===== config.mk =====
export PLATFORM = sky130hd
export DESIGN_NAME = circle_renderer
export DESIGN_NICKNAME = d
export VERILOG_FILES = /design/src/rtl/circle_renderer.sv
export SDC_FILE = /design/constraint.sdc
export NUM_CORES = 2
export LEC_CHECK = 0
export BUFFER_PORTS_ARGS = -buffer_cell sky130_fd_sc_hd__clkbuf_2
export CAP_MARGIN = 20
export CORE_AREA = 2 2 420 422
export CTS_CLUSTER_DIAMETER = 200
export DETAILED_ROUTE_END_ITERATION = 7
export DIE_AREA = 0 0 422 424
export PLACE_DENSITY = 0.66
export SYNTH_ARGS = -nofsm -noshare
export SYNTH_HDL_FRONTEND = slang
export SYNTH_SLANG_ARGS = --single-unit
export TNS_END_PERCENT = 50

===== constraint.sdc =====
create_clock -name clk_in -period 15.19 [get_ports clk_in]
set_clock_uncertainty 0.05 [all_clocks]
set_input_delay 2.2785 -clock clk_in [delete_from_list [all_inputs] [get_ports clk_in]]
set_output_delay 2.2785 -clock clk_in [all_outputs]
set_load 0.1 [all_outputs]

===== src/rtl/circle_renderer.sv =====
// Purpose : multi-slot circle hit test; slots load via valid/ready into shadow, commit_in copies all to active.
// Latency : pixel result 4 register stages after sampling (S1..S4); load takes 3 cycles per accepted transfer.
// Backpress: pixel path never stalls; load_ready_out is low for the 2 cycles after an accept.
//
// Ports:
//   clk_in, rst_n_in                       clock, async active-low reset
//   load_valid_in/load_ready_out           load handshake
//   load_slot_in, load_x1/x2_in, load_y1/y2_in, load_en_in, load_outline_in, load_color_in
//   commit_in                              shadow -> active for all slots
//   valid_in, hcount_in, vcount_in         pixel stream in
//   valid_out, hcount_out, vcount_out      pixel stream out (delayed)
//   hit_mask_out, hit_out, hit_idx_out, color_out   per-pixel result
//
// Optional feature macro: CIRCLE_OUTLINE_EN (ring mode; RING_T used only when defined).
module circle_renderer #(
   parameter int NUM_CIRCLES = 4,
   parameter int H_WIDTH     = 11,
   parameter int V_WIDTH     = 10,
   parameter int COLOR_WIDTH = 24,
   parameter int RING_T      = 2,
   localparam int SLOT_W     = (NUM_CIRCLES > 1) ? $clog2(NUM_CIRCLES) : 1
) (
   input  logic                   clk_in,
   input  logic                   rst_n_in,
   input  logic                   load_valid_in,
   output logic                   load_ready_out,
   input  logic [SLOT_W-1:0]      load_slot_in,
   input  logic [H_WIDTH-1:0]     load_x1_in,
   input  logic [H_WIDTH-1:0]     load_x2_in,
   input  logic [V_WIDTH-1:0]     load_y1_in,
   input  logic [V_WIDTH-1:0]     load_y2_in,
   input  logic                   load_en_in,
   input  logic                   load_outline_in,
   input  logic [COLOR_WIDTH-1:0] load_color_in,
   input  logic                   commit_in,
   input  logic                   valid_in,
   input  logic [H_WIDTH-1:0]     hcount_in,
   input  logic [V_WIDTH-1:0]     vcount_in,
   output logic                   valid_out,
   output logic [H_WIDTH-1:0]     hcount_out,
   output logic [V_WIDTH-1:0]     vcount_out,
   output logic [NUM_CIRCLES-1:0] hit_mask_out,
   output logic                   hit_out,
   output logic [SLOT_W-1:0]      hit_idx_out,
   output logic [COLOR_WIDTH-1:0] color_out
);

   localparam int R2_W = 2 * H_WIDTH;
   localparam int D2_W = 2 * H_WIDTH + 1;
   localparam int DY2_W = 2 * V_WIDTH;

   // Everything the compare stages need from a slot; centre is consumed in S1 only.
   typedef struct packed {
      logic                   en;
`ifdef CIRCLE_OUTLINE_EN
      logic                   outline;
      logic [R2_W-1:0]        ri2;
`endif
      logic [R2_W-1:0]        r2;
      logic [COLOR_WIDTH-1:0] color;
   } cmp_t;

   typedef enum logic [1:0] {IDLE, NORM, CALC} ld_state_t;

   // ---------------- load FSM ----------------
   ld_state_t              ld_state;
   logic [SLOT_W-1:0]      ld_slot;
   logic [H_WIDTH-1:0]     ld_x1, ld_x2, xmin, xmax;
   logic [V_WIDTH-1:0]     ld_y1, ld_y2, ymin, ymax;
   logic                   ld_en;
   logic [COLOR_WIDTH-1:0] ld_color;
`ifdef CIRCLE_OUTLINE_EN
   logic                   ld_outline;
`else
   logic                   unused_outline;
   assign unused_outline = load_outline_in ^ (RING_T != 0);
`endif

   always_ff @(posedge clk_in or negedge rst_n_in) begin
      if (!rst_n_in) begin
         ld_state       <= IDLE;
         load_ready_out <= 1'b1;
         ld_slot        <= '0;
         ld_x1          <= '0;
         ld_x2          <= '0;
         ld_y1          <= '0;
         ld_y2          <= '0;
         ld_en          <= 1'b0;
         ld_color       <= '0;
`ifdef CIRCLE_OUTLINE_EN
         ld_outline     <= 1'b0;
`endif
         xmin           <= '0;
         xmax           <= '0;
         ymin           <= '0;
         ymax           <= '0;
      end else begin
         case (ld_state)
            IDLE: begin
               if (load_valid_in && load_ready_out) begin
                  ld_slot        <= load_slot_in;
                  ld_x1          <= load_x1_in;
                  ld_x2          <= load_x2_in;
                  ld_y1          <= load_y1_in;
                  ld_y2          <= load_y2_in;
                  ld_en          <= load_en_in;
                  ld_color       <= load_color_in;
`ifdef CIRCLE_OUTLINE_EN
                  ld_outline     <= load_outline_in;
`endif
                  ld_state       <= NORM;
                  load_ready_out <= 1'b0;
               end
            end
            NORM: begin
               xmin     <= (ld_x1 < ld_x2) ? ld_x1 : ld_x2;
               xmax     <= (ld_x1 < ld_x2) ? ld_x2 : ld_x1;
               ymin     <= (ld_y1 < ld_y2) ? ld_y1 : ld_y2;
               ymax     <= (ld_y1 < ld_y2) ? ld_y2 : ld_y1;
               ld_state <= CALC;
            end
            CALC: begin
               ld_state       <= IDLE;
               load_ready_out <= 1'b1;
            end
            default: begin
               ld_state       <= IDLE;
               load_ready_out <= 1'b1;
            end
         endcase
      end
   end

   // ---------------- CALC arithmetic ----------------
   logic [H_WIDTH-1:0] calc_r;
   logic [H_WIDTH-1:0] calc_cx;
   logic [V_WIDTH-1:0] calc_cy;
   cmp_t               calc_cmp;
   logic               calc_wr;
`ifdef CIRCLE_OUTLINE_EN
   logic [H_WIDTH-1:0] calc_ri;
   assign calc_ri = calc_r - H_WIDTH'(RING_T);
`endif

   // Radius uses the x extent only; y extent only places the centre.
   assign calc_r  = (xmax - xmin) >> 1;
   assign calc_wr = (ld_state == CALC) && (int'(ld_slot) < NUM_CIRCLES);

   always_comb begin
      calc_cmp = '0;
      calc_cx  = '0;
      calc_cy  = '0;
      if (ld_en) begin
         calc_cx        = H_WIDTH'(({1'b0, xmin} + {1'b0, xmax}) >> 1);
         calc_cy        = V_WIDTH'(({1'b0, ymin} + {1'b0, ymax}) >> 1);
         calc_cmp.en    = 1'b1;
         calc_cmp.r2    = R2_W'(calc_r) * R2_W'(calc_r);
         calc_cmp.color = ld_color;
`ifdef CIRCLE_OUTLINE_EN
         calc_cmp.outline = ld_outline;
         calc_cmp.ri2     = (int'(calc_r) > RING_T) ? R2_W'(calc_ri) * R2_W'(calc_ri) : '0;
`endif
      end
   end

   // ---------------- shadow / active slot storage ----------------
   cmp_t               sh_cmp  [NUM_CIRCLES];
   logic [H_WIDTH-1:0] sh_cx   [NUM_CIRCLES];
   logic [V_WIDTH-1:0] sh_cy   [NUM_CIRCLES];
   cmp_t               act_cmp [NUM_CIRCLES];
   logic [H_WIDTH-1:0] act_cx  [NUM_CIRCLES];
   logic [V_WIDTH-1:0] act_cy  [NUM_CIRCLES];

   always_ff @(posedge clk_in or negedge rst_n_in) begin
      if (!rst_n_in) begin
         for (int i = 0; i < NUM_CIRCLES; i++) begin
            sh_cmp[i]  <= '0;
            sh_cx[i]   <= '0;
            sh_cy[i]   <= '0;
            act_cmp[i] <= '0;
            act_cx[i]  <= '0;
            act_cy[i]  <= '0;
         end
      end else begin
         for (int i = 0; i < NUM_CIRCLES; i++) begin
            if (calc_wr && ld_slot == SLOT_W'(i)) begin
               sh_cmp[i] <= calc_cmp;
               sh_cx[i]  <= calc_cx;
               sh_cy[i]  <= calc_cy;
            end
            // A commit coinciding with the shadow write forwards the fresh entry.
            if (commit_in) begin
               if (calc_wr && ld_slot == SLOT_W'(i)) begin
                  act_cmp[i] <= calc_cmp;
                  act_cx[i]  <= calc_cx;
                  act_cy[i]  <= calc_cy;
               end else begin
                  act_cmp[i] <= sh_cmp[i];
                  act_cx[i]  <= sh_cx[i];
                  act_cy[i]  <= sh_cy[i];
               end
            end
         end
      end
   end

   // ---------------- pixel pipeline ----------------
   // S1 snapshots the compare fields so in-flight pixels never see a later commit.
   logic               s1_v, s2_v, s3_v;
   logic [H_WIDTH-1:0] s1_h, s2_h, s3_h;
   logic [V_WIDTH-1:0] s1_vc, s2_vc, s3_vc;
   logic [H_WIDTH-1:0] s1_dx  [NUM_CIRCLES];
   logic [V_WIDTH-1:0] s1_dy  [NUM_CIRCLES];
   cmp_t               s1_cmp [NUM_CIRCLES];
   logic [R2_W-1:0]    s2_dx2 [NUM_CIRCLES];
   logic [DY2_W-1:0]   s2_dy2 [NUM_CIRCLES];
   cmp_t               s2_cmp [NUM_CIRCLES];
   logic [D2_W-1:0]    s2_d2  [NUM_CIRCLES];
   logic [NUM_CIRCLES-1:0] s3_hit;
   logic [COLOR_WIDTH-1:0] s3_color [NUM_CIRCLES];
   logic [NUM_CIRCLES-1:0] s2_hit;
   logic [SLOT_W-1:0]      pe_idx;
   logic [COLOR_WIDTH-1:0] pe_color;

   always_comb begin
      for (int i = 0; i < NUM_CIRCLES; i++) begin
         s2_d2[i]  = D2_W'(s2_dx2[i]) + D2_W'(s2_dy2[i]);
         s2_hit[i] = s2_v && s2_cmp[i].en && (s2_d2[i] <= D2_W'(s2_cmp[i].r2))
`ifdef CIRCLE_OUTLINE_EN
                     && (!s2_cmp[i].outline || (s2_d2[i] > D2_W'(s2_cmp[i].ri2)))
`endif
                     ;
      end
   end

   // Scan high to low so the lowest hit index is the one left standing.
   always_comb begin
      pe_idx   = '0;
      pe_color = '0;
      for (int i = NUM_CIRCLES - 1; i >= 0; i--) begin
         if (s3_hit[i]) begin
            pe_idx   = SLOT_W'(i);
            pe_color = s3_color[i];
         end
      end
   end

   always_ff @(posedge clk_in or negedge rst_n_in) begin
      if (!rst_n_in) begin
         s1_v <= 1'b0; s2_v <= 1'b0; s3_v <= 1'b0;
         s1_h <= '0;   s2_h <= '0;   s3_h <= '0;
         s1_vc <= '0;  s2_vc <= '0;  s3_vc <= '0;
         s3_hit <= '0;
         for (int i = 0; i < NUM_CIRCLES; i++) begin
            s1_dx[i]    <= '0;
            s1_dy[i]    <= '0;
            s1_cmp[i]   <= '0;
            s2_dx2[i]   <= '0;
            s2_dy2[i]   <= '0;
            s2_cmp[i]   <= '0;
            s3_color[i] <= '0;
         end
         valid_out    <= 1'b0;
         hcount_out   <= '0;
         vcount_out   <= '0;
         hit_mask_out <= '0;
         hit_out      <= 1'b0;
         hit_idx_out  <= '0;
         color_out    <= '0;
      end else begin
         // S1
         s1_v  <= valid_in;
         s1_h  <= hcount_in;
         s1_vc <= vcount_in;
         for (int i = 0; i < NUM_CIRCLES; i++) begin
            s1_dx[i]  <= (hcount_in >= act_cx[i]) ? hcount_in - act_cx[i] : act_cx[i] - hcount_in;
            s1_dy[i]  <= (vcount_in >= act_cy[i]) ? vcount_in - act_cy[i] : act_cy[i] - vcount_in;
            s1_cmp[i] <= act_cmp[i];
         end
         // S2
         s2_v  <= s1_v;
         s2_h  <= s1_h;
         s2_vc <= s1_vc;
         for (int i = 0; i < NUM_CIRCLES; i++) begin
            s2_dx2[i] <= R2_W'(s1_dx[i]) * R2_W'(s1_dx[i]);
            s2_dy2[i] <= DY2_W'(s1_dy[i]) * DY2_W'(s1_dy[i]);
            s2_cmp[i] <= s1_cmp[i];
         end
         // S3
         s3_v   <= s2_v;
         s3_h   <= s2_h;
         s3_vc  <= s2_vc;
         s3_hit <= s2_hit;
         for (int i = 0; i < NUM_CIRCLES; i++) begin
            s3_color[i] <= s2_cmp[i].color;
         end
         // S4
         valid_out    <= s3_v;
         hcount_out   <= s3_h;
         vcount_out   <= s3_vc;
         hit_mask_out <= s3_hit;
         hit_out      <= |s3_hit;
         hit_idx_out  <= pe_idx;
         color_out    <= pe_color;
      end
   end

endmodule


==> impl_metrics.yaml <==
final_layout:
  layout-drive-gt1-share_pct: 9.47
  seqCellArea_um2: 37500
  syn_to_final_growth_pct: 10.2
  multi_input_area_um2: 44400
  post-route-cell-area_um2: 95400
  layout.nets: 9496
  fillerInstances: 15099
min_path:
  hp-start: "s1_cmp[136]$_DFF_PN0_"
  hold_depth: 0
  hold_path_end: "s2_cmp[136]$_DFF_PN0_"
  hold_class: "reg -> reg"
sta:
  slew_violations: 0
  worst_pin_slew_ps: 1160
  slew_headroom_pct: 22.7
  max_freq_mhz: 116
  final-setup-viol-count: 0
  timing.final.crit_share_pct: 56.6
  finalSetupTns_ps: 0
  layout_min_cycle_time_ps: 8590
  rsz0062_at_grt: "false"
  setup_ws_ps: 6600
  hold_viol: 0
yosys:
  yosys.area.top_type_share_pct: 43.2
  synth_edf_count: 0
  syn_inst: 7992
  yosys_warnings: 0
  yosys-top-cells-count: "1496 x dfrtp_1, 1009 x inv_1, 820 x ha_1"
  syn-mean-instance-area_um2: 10.8
  synth.most_common_cell: "dfrtp_1"
  synthArstFlopShare_pct: 100
  synth_top_cell_by_area: "dfrtp_1"
  netlist_area_um2: 86600
  syn_nets: 9410
  synth.distinct_cells: 84
  ys_seq_area_share_pct: 43.3
  synth_area_leaders: "dfrtp_1 43%, ha_1 12%, fa_1 12%"
  synth_flop_cell: "dfrtp_1"
  ys_ff_latch: 1497
clock_network:
  holdBufCountCts: 0
  root_buffer: "clkbuf_16"
  numCtsBuffers: 161
  clk_pin_slew_ps: 70
  worstSkewPairLatency_ps: 850
  clockBufferDepth: 3
  cts_resized: 0
  postCtsSetupBuffers: 0
  numClockSinks: 1497
  cts-htree-levels: 4
  cts_tree: "built"
placement:
  place_ws_ps: 6660
  dp_hpwl_um: 136000
  gp_congestion: 0.876
  placed_area_um2: 89700
  port_buffers: 148
setup_path:
  crit_top_cell: "fa_1"
  cp.arrival_ps: 9180
  crit_chain: "nand2b_4 > fa_1 > a21oi_1 > o21ai_0 > a211oi_1 > or2_2 > xor2_1 > clkinv_1 > nand2_1 > inv_1 > fa_1 > fa_1 > fa_1 > fa_1 > fa_1 > ha_1 > and4_1 > nand3_1 > o21ai_0 > o21ai_0 > o21ai_0 > nor4_2 > o21ai_2 > o21ai_1"
  path_class: "reg -> reg"
  rr_startpoint: "xmax[0]$_DFFE_PN0N_"
  end_kind: "flip-flop"
  cp_top_family: "adder cells"
  startpoint_type: "flip-flop"
  crit_required_ps: 15780
  cp_slowest_stage_delay_ps: 730
  regToRegSetupSlack_ps: 6600
  cp_max_fo: 8
  critPathBufInv: 2
  r2r_cells: 24
  slowest_stage: "o21ai_2"
  rr_endpoint: "sh_cmp[90]$_DFF_PN0_"
status:
  status: "finished clean"
floorplanning:
  die_h_um: 424
  coreArea_um2: 175000
  io_pins: 150
  start_util_pct: 49.5
  die_x_um: 422
  row_count: 154
  die_area_um2: 179000
global_route:
  grt_pass1_wl_um: 308000
  antenna_found_initial: 23
  grtUsageTotal_pct: 21.6
  grt_overflow: 0
  grt_max_degree: 193
  grt_pass1_vias: 57726
drt:
  via_count: 55734
  ant_nets: 0
  viasPerCell: 5.28
  drt_drc_violations_left: 0
  wl_per_cell_um: 17.9
  routed_wl_um: 188000
  first_pass_iters: 7
  drtIter0Drc: 3366
flow_run:
  maxCapViolCount: 0
## cells by family (layout without fill, tap and decap cells)
| family | Yosys count | in the layout | share of synthesized area, % |
|---|---|---|---|
| AND/OR/NAND/NOR | 1825 | 1825 | 10.0 |
| flip-flops | 1497 | 1497 | 43.3 |
| AO/OA/AOI/OAI | 1397 | 1397 | 10.0 |
| adder cells (fa/ha/maj) | 1322 | 1322 | 23.5 |
| buffers and inverters | 1282 | 1495 | 5.58 |
| XOR/XNOR | 342 | 342 | 3.47 |
| multiplexers | 327 | 327 | 4.14 |
| other | 0 | 8 | 0 |
## registers in the layout, indices dropped and copies added (netlist names), 44 cells and up
| signal | cells |
|---|---|
| s2_dx2 | 84 |
| s3_color | 96 |
| s1_dx | 44 |
| sh_cmp | 188 |
| s2_dy2 | 76 |
| act_cx | 44 |
| sh_cx | 44 |
| act_cmp | 188 |
| s2_cmp | 188 |
| s1_cmp | 188 |
## how the worst max path moves through the flow
stage	cells after the start	slack [ps]	startpoint	to
2_1_floorplan	24	8490	xmax[0]$_DFFE_PN0N_	act_cmp[137]$_DFFE_PN0P_
3_3_place_gp	24	6720	xmax[0]$_DFFE_PN0N_	act_cmp[184]$_DFFE_PN0P_
3_5_place_dp	24	6660	xmax[0]$_DFFE_PN0N_	sh_cmp[90]$_DFF_PN0_
4_1_cts	24	6620	xmax[0]$_DFFE_PN0N_	sh_cmp[90]$_DFF_PN0_
5_1_grt	24	6100	xmax[0]$_DFFE_PN0N_	sh_cmp[90]$_DFF_PN0_
6_report	24	6600	xmax[0]$_DFFE_PN0N_	sh_cmp[90]$_DFF_PN0_
## final cells by class
class | instances | share of cell area, %
Multi-Input combinational cell | 5213 | 46.5
Sequential cell | 1497 | 39.3
Clock buffer | 220 | 4.82
Inverter | 1010 | 3.97
Tap cell | 2340 | 3.07
Timing Repair Buffer | 195 | 1.25
Clock inverter | 70 | 1.13
Antenna cell | 8 | 0.0210
## cell usage in the layout, fill, tap and decap left out, types with 75 or more instances in the layout
cell type	instances
clkbuf_2	146
nand2_1	790
xor2_1	100
clkbuf_16	161
a21oi_1	291
ha_1	820
nor2b_1	113
nand3_1	75
xnor2_1	240
nor2_1	262
a21o_1	170
and2_1	278
mux2_2	245
fa_1	502
o21ai_0	498
dfrtp_1	1493
inv_1	1009
mux2i_1	82
## routing by layer
layer  GRT usage (%)  wire (um)  share of wire (%)  up-vias
li1                -          -                  -    26544
met1            30.1      85200                 45    27809
met2            34.8      87500                 46     1085
met3            3.60      10000                5.3      284
met4            6.51       5460                2.9       12
met5               0        284               0.15        -
## through the flow
stage                     util, %  instances  hold WS, ps
after floorplan                 -       7992          281
after global placement       51.3      10254          281
after detailed placement     51.3      10254          285
after CTS                    54.5      10544          259
after global routing         54.5      10546          271
final                        54.5      10553          258
Power is not shown: default switching activity piles up to over one toggle a cycle in this logic, so the estimate is an artifact.
